[config.mk]
export PLATFORM = sky130hd
export DESIGN_NAME = fxp32_dot_ctrl
export DESIGN_NICKNAME = d
export VERILOG_FILES = /design/src/rtl/fxp32_dot_ctrl.sv
export SDC_FILE = /design/constraint.sdc
export NUM_CORES = 1
export LEC_CHECK = 0
export CAP_MARGIN = 20
export CORE_MARGIN = 10
export CORE_UTILIZATION = 38
export DETAILED_ROUTE_END_ITERATION = 12
export PLACE_DENSITY = 0.77
export SETUP_SLACK_MARGIN = 0.5
export SYNTH_ARGS = -nofsm -noshare
export SYNTH_HDL_FRONTEND = slang
export SYNTH_SLANG_ARGS = --single-unit
[constraint.sdc]
create_clock -name clk -period 3.95 [get_ports clk]
set_input_delay 0.79 -clock clk [delete_from_list [all_inputs] [get_ports clk]]
set_output_delay 0.79 -clock clk [all_outputs]
set_load 0.02 [all_outputs]
[src/rtl/fxp32_dot_ctrl.sv]
// fxp32_dot_ctrl
// Dot-product sequencer for a shared fxp32_mac instance. On a start command it
// clears the MAC, streams len operand pairs out of two synchronous-read operand
// memories into the MAC, waits for the MAC pipeline to drain, and then holds
// the captured accumulator value on a valid/ready result port.
//
// Optional build feature: define FXP32_DOT_CTRL_STRIDE_EN to add per-vector
// address strides (a_stride, b_stride). Without it both strides are fixed at 1.
//
// No arithmetic is done on data here; Q16.16 width, rounding and overflow
// behaviour belong entirely to fxp32_mac.

module fxp32_dot_ctrl #(
   parameter int ADDR_W  = 10,
   parameter int LEN_W   = 11,
   parameter int MAC_LAT = 1
) (
   input  logic              clk,
   input  logic              rst,
   input  logic              start,
   input  logic [LEN_W-1:0]  len,
   input  logic [ADDR_W-1:0] a_base,
   input  logic [ADDR_W-1:0] b_base,
`ifdef FXP32_DOT_CTRL_STRIDE_EN
   input  logic [ADDR_W-1:0] a_stride,
   input  logic [ADDR_W-1:0] b_stride,
`endif
   output logic              busy,
   output logic              rd_en,
   output logic [ADDR_W-1:0] a_addr,
   output logic [ADDR_W-1:0] b_addr,
   input  logic [31:0]       a_rdata,
   input  logic [31:0]       b_rdata,
   output logic              mac_prstn,
   output logic              mac_acc,
   output logic [31:0]       mac_in_a,
   output logic [31:0]       mac_in_b,
   input  logic [31:0]       mac_out_c,
   output logic [31:0]       res,
   output logic              res_valid,
   input  logic              res_ready
);

   // Drain counter must hold MAC_LAT; the extra bit keeps MAC_LAT=0 legal.
   localparam int DRN_W = $clog2(MAC_LAT + 1) + 1;

   typedef enum logic [2:0] {
      S_IDLE,
      S_CLEAR,
      S_RUN,
      S_DRAIN,
      S_DONE
   } state_t;

   state_t              r_state;

   // Command fields captured on start
   logic [LEN_W-1:0]    r_len;
   logic [ADDR_W-1:0]   r_a_base;
   logic [ADDR_W-1:0]   r_b_base;

   // Remaining issues in RUN minus one, and remaining drain edges
   logic [LEN_W-1:0]    r_cnt;
   logic [DRN_W-1:0]    r_drn;

   // Registered outputs
   logic                r_busy;
   logic                r_rd_en_p0;
   logic [ADDR_W-1:0]   r_a_addr;
   logic [ADDR_W-1:0]   r_b_addr;
   logic                r_prstn;
   logic [31:0]         r_res;
   logic                r_res_valid;

   // Read-data stage: memories return data one cycle after rd_en
   logic                r_acc_p1;

   logic [ADDR_W-1:0]   w_a_stride;
   logic [ADDR_W-1:0]   w_b_stride;

`ifdef FXP32_DOT_CTRL_STRIDE_EN
   logic [ADDR_W-1:0]   r_a_stride;
   logic [ADDR_W-1:0]   r_b_stride;

   // Latch the per-vector strides alongside the rest of the command
   always_ff @(posedge clk or posedge rst) begin
      if (rst) begin
         r_a_stride <= '0;
         r_b_stride <= '0;
      end else if (r_state == S_IDLE && start) begin
         r_a_stride <= a_stride;
         r_b_stride <= b_stride;
      end
   end

   assign w_a_stride = r_a_stride;
   assign w_b_stride = r_b_stride;
`else
   assign w_a_stride = ADDR_W'(1);
   assign w_b_stride = ADDR_W'(1);
`endif

   // Command sequencer: all control outputs are registered here
   always_ff @(posedge clk or posedge rst) begin
      if (rst) begin
         r_state     <= S_IDLE;
         r_len       <= '0;
         r_a_base    <= '0;
         r_b_base    <= '0;
         r_cnt       <= '0;
         r_drn       <= '0;
         r_busy      <= 1'b0;
         r_rd_en_p0  <= 1'b0;
         r_a_addr    <= '0;
         r_b_addr    <= '0;
         r_prstn     <= 1'b0;
         r_res       <= '0;
         r_res_valid <= 1'b0;
      end else begin
         case (r_state)
            S_IDLE: begin
               // The MAC is released from its reset-time clear here.
               r_prstn <= 1'b1;
               if (start) begin
                  r_len    <= len;
                  r_a_base <= a_base;
                  r_b_base <= b_base;
                  r_busy   <= 1'b1;
                  r_prstn  <= 1'b0;
                  r_state  <= S_CLEAR;
               end
            end

            S_CLEAR: begin
               r_prstn <= 1'b1;
               if (r_len != '0) begin
                  r_rd_en_p0 <= 1'b1;
                  r_a_addr   <= r_a_base;
                  r_b_addr   <= r_b_base;
                  r_cnt      <= r_len - LEN_W'(1);
                  r_state    <= S_RUN;
               end else begin
                  // Empty vector: nothing to read, just let the cleared MAC settle.
                  r_drn   <= DRN_W'(MAC_LAT);
                  r_state <= S_DRAIN;
               end
            end

            S_RUN: begin
               if (r_cnt == '0) begin
                  r_rd_en_p0 <= 1'b0;
                  r_drn      <= DRN_W'(MAC_LAT);
                  r_state    <= S_DRAIN;
               end else begin
                  // Address arithmetic wraps naturally at ADDR_W bits.
                  r_a_addr <= r_a_addr + w_a_stride;
                  r_b_addr <= r_b_addr + w_b_stride;
                  r_cnt    <= r_cnt - LEN_W'(1);
               end
            end

            S_DRAIN: begin
               // One cycle for the read-data stage plus MAC_LAT for the MAC itself.
               if (r_drn == '0) begin
                  r_res       <= mac_out_c;
                  r_res_valid <= 1'b1;
                  r_state     <= S_DONE;
               end else begin
                  r_drn <= r_drn - DRN_W'(1);
               end
            end

            S_DONE: begin
               // start is deliberately not looked at here, even on the handshake cycle.
               if (r_res_valid && res_ready) begin
                  r_res_valid <= 1'b0;
                  r_busy      <= 1'b0;
                  r_state     <= S_IDLE;
               end
            end

            default: begin
               r_state <= S_IDLE;
            end
         endcase
      end
   end

   // Align the accumulate strobe with the memory read data it qualifies
   always_ff @(posedge clk or posedge rst) begin
      if (rst) begin
         r_acc_p1 <= 1'b0;
      end else begin
         r_acc_p1 <= r_rd_en_p0;
      end
   end

   assign busy      = r_busy;
   assign rd_en     = r_rd_en_p0;
   assign a_addr    = r_a_addr;
   assign b_addr    = r_b_addr;
   assign mac_prstn = r_prstn;
   assign mac_acc   = r_acc_p1;
   assign mac_in_a  = a_rdata;
   assign mac_in_b  = b_rdata;
   assign res       = r_res;
   assign res_valid = r_res_valid;

endmodule

# Word-level counts from Yosys, hierarchy flattened
# Cells that the tools add are included.
[word_totals] memories=0 ram_bits=0 word_cells=78 romBits=0 ff_bits=104 out_inout_bits=121 latchBits=0
[classes] n_addsub=5 eq_ne=12 reduce_logical=18 bitwise_logic=0 shift=0 n_div=0 multipliers=0 order_cmp=0 muxes=29
[op_table] operator="10-bit two-way mux" n=4
[op_table] operator="10-bit one-hot mux with 2 select lines" n=2
[op_table] operator="11-bit two-way mux" n=2
[op_table] operator="11-bit one-hot mux with 2 select lines" n=1
[op_table] operator="11-bit by 1-bit subtractor with 11-bit output (second input constant)" n=2
[op_table] operator="10-bit by 1-bit adder with 10-bit output (second input constant)" n=2
[op_table] operator="2-bit != test (second input constant)" n=8
[op_table] operator="3-bit one-hot mux with 5 select lines" n=1
[op_table] operator="3-bit two-way mux" n=4
[op_table] operator="3-bit AND reduction" n=4
[op_table] operator="11-bit logical NOT" n=1
[op_table] operator="11-bit nonzero test" n=1
[op_table] operator="1-bit one-hot mux with 2 select lines" n=4
[op_table] operator="4-bit AND reduction" n=2
[op_table] operator="2-bit nonzero test" n=4
[op_table] operator="1-bit two-way mux" n=7
[op_table] operator="3-bit by 2-bit equality test with 1-bit output (second input constant)" n=2
[op_table] operator="2-bit two-way mux" n=3
[op_table] operator="2-bit one-hot mux with 3 select lines" n=1
[op_table] operator="2-bit AND reduction" n=2
[op_table] operator="3-bit by 1-bit equality test with 1-bit output (second input constant)" n=1
[op_table] operator="3-bit equality test (second input constant)" n=1
[op_table] operator="3-bit logical NOT" n=1
[op_table] operator="3-bit nonzero test" n=1
[op_table] operator="other kinds (3)" n=3

# Depth between registers and ports, before layout
[depth] depth_word=3 ltp_mapped=11

# Worst setup path before layout
# No wires, ideal clock.
[synth_timing] kind="reg-to-reg" startpoint="register r_state[2]" endpoint="register r_cnt[4]" path_slack_ps=1370 arrival_ps=2486 stages_incl_launch_ff=12 synth_period_minus_slack_ps=2580 path_buffers=4 cell_sequence="dfrtp_1 > clkbuf_1 > nor3b_1 > buf_2 > buf_2 > buf_2 > mux2i_1 > ha_1 > nor3b_1 > nor3_1 > a31o_1 > a221oi_2"
[synth_between] elab_chain_cells=3
[synth_rtl] element="from (decl)" line="55" rtl="state_t r_state;"
[synth_rtl] element="from (signal assigned)" line="106" rtl="r_state <= S_IDLE;"
[synth_rtl] element="from (signal assigned)" line="130" rtl="r_state <= S_CLEAR;"
[synth_rtl] element="from (signal assigned)" line="141" rtl="r_state <= S_RUN;"
[synth_rtl] element="3-bit by 2-bit equality test with 1-bit output or 3-bit by 1-bit equality test with 1-bit output (tied branches)" line="120" rtl="case (r_state)"
[synth_rtl] element="2-bit != test (no line) or 2-bit nonzero test (tied branches)"
[synth_rtl] element="3-bit AND reduction (no line)"
[synth_rtl] element="to (signal assigned)" line="140" rtl="r_cnt <= r_len - LEN_W'(1);"
[synth_rtl] element="to (signal assigned)" line="158" rtl="r_cnt <= r_cnt - LEN_W'(1);"
[synth_rtl] element="to (decl)" line="63" rtl="logic [LEN_W-1:0] r_cnt;"
# Several ways; a longest one is shown, not always the timed one.
# A chain may end at the register's enable or synchronous reset.

# Worst setup path in the final report
[layout_timing] startpoint="register r_state[1]" endpoint="register r_cnt[4]"
# Same word-level chain as after synthesis.

==> results.py <==
metrics = {
    "outcome": {
        "outcome": "finished, final reports clean",
    },
    "clocking": {
        "cts_setup_buffers": 0,
        "root_buffer": "clkbuf_16",
        "clk_latency_ns": 0.35,
        "clk_pin_slew_ns": 0.07,
        "cts_num_sinks": 104,
        "cts_buffers": 9,
        "ctsHoldBuffers": 0,
        "cts_max_path_buffers": 2,
        "cts_tree": "done",
        "post_cts_resize_count": 0,
        "h-tree-depth": 3,
    },
    "critical_path": {
        "worst-path-max-fanout": 15,
        "start_kind": "flop",
        "path_class": "reg2reg",
        "endpoint_kind": "flop",
        "crit_arrival_ns": 2.92,
        "crit_required_ns": 4.21,
    },
    "detailed_routing": {
        "drtIter0Drc": 303,
        "vias": 4337,
        "firstDrtPassIters": 5,
        "ant_nets": 0,
        "via_per_inst": 5.57,
        "post_drt_wl_per_cell_um": 20.0,
        "route.detailed.drc": 0,
        "wl_um": 15600,
    },
    "global_routing": {
        "first_global_vias": 4582,
        "met3_usage_pct": 9.17,
        "overflow": 0,
        "grtUsageMet1_pct": 17.4,
        "grt_first_pass_wirelength_um": 25200,
        "antenna_found_initial": 1,
        "met2_usage_pct": 23.6,
        "busiest_layer": "met2",
        "grt_max_degree": 45,
        "grt_util_all_layers_pct": 15.7,
    },
    "final_layout": {
        "syn2layout_area_growth_pct": 22.7,
        "drive_gt1_share_pct": 17.2,
        "final_cell_mix": "clkdlybuf4s50_1 (123), dfrtp_1 (104), mux2_2 (63)",
        "final_common_cell": "clkdlybuf4s50_1",
        "diodes": 0,
        "utilization_pct": 47.2,
        "fin_nets": 724,
        "fin_area_sq_um": 6840,
        "fillers": 1299,
    },
    "floorplan": {
        "coreArea_sq_um": 14500,
        "io_pins": 252,
        "die_w_um": 141,
        "dieHeight_um": 141,
        "rows": 44,
        "dieArea_sq_um": 19900,
        "initial_utilization_pct": 38.5,
    },
    "yosys": {
        "synth_ff_type": "dfrtp_1",
        "synth_cells": 538,
        "yosysSeqAreaShare_pct": 46.7,
        "async_flop_share_pct": 100,
        "synth_fp_nets": 673,
        "postSynthAreaPerCell_sq_um": 10.4,
        "synth_area_sq_um": 5570,
        "ys_seq_elements": 104,
        "ys_types": 59,
        "synth_edf_count": 0,
        "yosysWarnings": 0,
    },
    "sta": {
        "whs_ns": 0.474,
        "worst_pin_slew_ns": 0.864,
        "setup_viol": 0,
        "fin_crit_ns": 2.67,
        "relSlewSlack_pct": 42.3,
        "timing.setup.tns_ns": 0,
        "rsz0062_at_grt": "false",
        "clock_skew_ns": 0.00745,
        "slew_violations": 0,
        "hold_violations": 0,
        "max_freq_mhz": 375,
        "timing.final.crit_share_pct": 67.5,
    },
    "placement": {
        "post_dp_cell_area_sq_um": 6500,
        "gp_congestion": 0.877,
        "io_buffers": 123,
        "dpl.hpwl_um": 11800,
    },
    "pwr": {
        "leakage_uw": 0.00267,
        "ir_drop_uv": 405,
        "power_density_nw_per_um2": 927,
    },
    "flow_run": {
        "drv_cap": 0,
    },
    "hold_path": {
        "min-delay-path-class": "reg2reg",
    },
}
per-stage QoR:
step	std cells	power, uW	setup WS (ns)
2_1_floorplan	538	4260	1.37
3_3_place_gp	762	5240	1.39
3_5_place_dp	762	5370	1.34
4_1_cts	778	6400	1.31
5_1_grt	778	6830	1.08
6_report	778	6340	1.28
Yosys cell counts, types with 3 or more instances:
master	count	area [sq um]
nand2_1	36	135
a21oi_1	37	185
o21a_1	3	22.5
mux2_2	63	709
buf_2	14	70.1
a211oi_1	3	22.5
and4_1	3	26.3
nor2_1	38	143
nand4_1	4	25.0
nand3_1	21	105
mux2i_1	4	40.0
o21ai_0	31	155
a31oi_1	8	50.1
o22a_1	3	26.3
nor2b_1	3	18.8
dfrtp_1	104	2600
clkbuf_1	9	33.8
nand2b_1	3	18.8
o211ai_1	4	30.0
nand3b_1	3	22.5
inv_1	5	18.8
nor3b_1	7	52.6
buf_4	65	488
ha_1	4	50.1
and3_1	4	25.0
o31ai_1	3	22.5
nor3_1	10	50.1
o22ai_1	5	31.3
worst max-delay path, cell delays in order (launching register included):
cell and delay, ns:
dfrtp_1 0.54, nor3b_2 0.37, mux2i_1 0.28, ha_1 0.50, nor3b_1 0.34, nor3_1 0.08, a31o_1 0.21, a221oi_2 0.26
worst paths after layout:
kind / start / end / slack, ns / cells past startpoint
hold reg to reg: rd_en / mac_acc / 0.47 / 0
setup / recovery: r_state[1] / r_cnt[4] / 1.28 / 7
setup reg to reg: r_state[1] / r_cnt[4] / 1.28 / 7
max in group asynchronous: rst / r_len[6] / 2.07 / 3
min in group asynchronous: rst / b_addr[1] / 0.96 / 2
hold / removal: rd_en / mac_acc / 0.47 / 0
registers in the layout (all words and copies together), names as in the netlist:
name	flops
mac_prstn	1
res_valid	1
a_addr	10
r_b_base	10
r_drn	2
r_state	3
r_len	11
b_addr	10
busy	1
rd_en	1
mac_acc	1
r_cnt	11
res	32
r_a_base	10
power by group:
part           leakage (uW)  switching (uW)  internal [uW]
logic               0.00129            1670           1490
clock network      0.000166             404            595
registers           0.00122             564           1620
total               0.00267            2640           3700
per-layer routing:
metal,vias to the layer above,part of all wire [%]
met1,2070,37
met4,2,3.6
met2,224,45
met5,-,0.083
li1,1984,-
met3,57,14
logic make-up (layout without fill, tap and decap cells):
| group | after synthesis | count (layout) | share of synthesized area, % |
|---|---|---|---|
| compound gates | 122 | 122 | 14.0 |
| fa+ha+maj | 4 | 4 | 0.898 |
| buf+inv | 95 | 151 | 11.4 |
| flops | 104 | 104 | 46.7 |
| mux | 67 | 67 | 13.4 |
| simple gates | 146 | 146 | 13.6 |
area by class of cell:
type,count,area [sq um],share of cell area [%]
flip-flops and latches,104,2600,38.1
multi-input cells,339,2340,34.3
repair buffers,130,1300,19.0
clock buffers,11,253,3.70
well taps,184,230,3.37
clock inverters,5,86.3,1.26
inverters,5,22.5,0.329
No activity file was read; power rests on OpenSTA's default activity.
==> RTL change, RTL diff (same flow settings) <==
Build with the macro `FXP32_DOT_CTRL_STRIDE_EN` defined.
--- a/src/rtl/fxp32_dot_ctrl.sv
+++ b/src/rtl/fxp32_dot_ctrl.sv
@@ -9,6 +9,8 @@
 //
 // No arithmetic is done on data here; Q16.16 width, rounding and overflow
 // behaviour belong entirely to fxp32_mac.
+
+`define FXP32_DOT_CTRL_STRIDE_EN
 
 module fxp32_dot_ctrl #(
    parameter int ADDR_W  = 10,
Ports: changed (added a_stride and b_stride); port bits go from 252 to 272. The function was not compared with the original's and may differ.
==> RTL change against the unedited design <==
Wire length increased by 7.5%. Cell area increased by 25%. Power increased by 30%. Synthesized area increased by 22%. Sequential cell count increased by 20. Synthesized cell count increased by 16%. Critical path type unchanged. Highest routed layer is now met4. Setup slack got worse by 0.17 ns. Critical path depth unchanged. Combinational power increased by 33%.
==> RTL change: results (changes against the unedited design) <==
set qor(met3_demand_to_capacity_share_in_global_routing_pct) 6.44 ;# -2.7 points
set qor(sequential_share_of_the_synthesized_area_pct) 45.8 ;# -0.88 points
set qor(antenna_found_initial) 0 ;# -1
set qor(design.final.nets) 879 ;# +21%
set qor(gp_congestion) 0.833 ;# -5.0%
set qor(layout.filler_cells) 1559 ;# +20%
set qor(max_stage_delay_ns) 0.72 ;# +0.18 ns
set qor(grt_util_met1_pct) 16.6 ;# -0.80 points
set qor(p_switching_mw) 3.34 ;# +26%
set qor(worst_path_max_delay_cell) {sky130_fd_sc_hd__nor3b_4}
set qor(postRouteWirelength_mm) 16.8 ;# +7.5%
set qor(global_route.usage.total_pct) 14.3 ;# -1.4 points
set qor(postSynthNetCount) 799 ;# +19%
set qor(cp_max_fo) 16 ;# +1
set qor(synth_adder_area_share_pct) 4.29 ;# +3.4 points
set qor(timing.max_slew.rel_slack_pct) 33.4 ;# -8.9 points
set qor(synth-compound-area-share_pct) 12.0 ;# -2.0 points
set qor(total_leakage_power_nw) 3.53 ;# +32%
set qor(grt_use_met2_pct) 22.9 ;# -0.69 points
set qor(status) {completed}
set qor(dr.pass1.iters) 4 ;# -1
set qor(synth.top_cell.area_share_pct) 45.8 ;# -0.88 points
set qor(grt_max_degree) 66 ;# +47%
set qor(number_of_design_rule_violations_left_by_the_first_detailed_router_iteration) 219 ;# -28%
set qor(place_worst_setup_slack_ns) 1.14 ;# -0.194 ns
set qor(cp.arrival_ns) 3.09 ;# +0.17 ns
set qor(grt_first_pass_wirelength_mm) 27.9 ;# +11%
set qor(via_per_inst) 5.30 ;# -4.9%
set qor(clk_latency_ns) 0.42 ;# +0.07 ns
set qor(multiplexer_share_of_the_synthesized_area_pct) 15.7 ;# +2.3 points
set qor(vdd_ir_drop_max_uv) 463 ;# +14%
set qor(yosys-top-cells-count) {sky130_fd_sc_hd__dfrtp_1, sky130_fd_sc_hd__mux2_2, sky130_fd_sc_hd__buf_4, sky130_fd_sc_hd__a21oi_1, sky130_fd_sc_hd__nand2_1}
set qor(total_clock_buffers_created_by_cts) 17 ;# +8
set qor(dpl.hpwl_mm) 12.2 ;# +3.0%
[RTL change: layout make-up]
class                           instances  share of cell area (%)
Tap cell                              225                    3.29
Sequential cell                       124                    36.3
Multi-Input combinational cell        405                    35.5
Clock inverter                         13                    1.70
Clock buffer                           18                    5.14
Inverter                                6                   0.307
Timing Repair Buffer                  152                    17.8
[RTL change: cell families (layout without fill, tap and decap cells)]
family | Yosys count | count (layout)
multiplexers | 95 | 95
XOR/XNOR | 13 | 13
AND/OR/NAND/NOR | 148 | 148
adder cells (fa/ha/maj) | 22 | 22
flip-flops | 124 | 124
AO/OA/AOI/OAI | 127 | 127
buffers and inverters | 97 | 189
[RTL change: how the worst min path moves through the flow]
stage,from,end,slack [ns],depth (start not counted)
4_1_cts,rd_en,mac_acc,0.47,0
3_5_place_dp,rd_en,mac_acc,0.45,0
3_3_place_gp,rd_en,mac_acc,0.45,0
2_1_floorplan,r_b_base[9],b_addr[9],0.48,2
6_report,rd_en,mac_acc,0.47,0
5_1_grt,rd_en,mac_acc,0.49,0
[RTL change: power groups by stage]
stage,registers (mW),logic [mW],clock network [mW]
floorplan,2.66,2.75,0
global placement,2.47,4.13,0
detailed placement,2.50,4.19,0
CTS,2.48,4.25,1.58
global route,2.58,4.67,1.64
finish,2.48,4.21,1.54
[RTL change: routing by layer]
layer	share of wire [%]	wire length [µm]
met5	0	0
met4	1.6	260
met3	9.4	1580
met2	48	8000
met1	41	6940
[RTL change: worst register-to-register path: stages, from the launching register on]
cell                      delay (ns)
sky130_fd_sc_hd__dfrtp_1        0.63
sky130_fd_sc_hd__nor3b_4        0.73
sky130_fd_sc_hd__mux2i_1        0.32
sky130_fd_sc_hd__ha_1           0.31
sky130_fd_sc_hd__o21ai_1        0.17
sky130_fd_sc_hd__mux2_4         0.33
sky130_fd_sc_hd__a21oi_2        0.14
sky130_fd_sc_hd__a21oi_1        0.05
[RTL change: per-stage QoR]
stage          utilization (%)  cells  area [µm²]
2_1_floorplan                -    626        6780
3_3_place_gp              45.9    912        7970
3_5_place_dp              45.9    912        7970
4_1_cts                   49.3    943        8550
5_1_grt                   49.3    943        8550
6_report                  49.3    943        8550
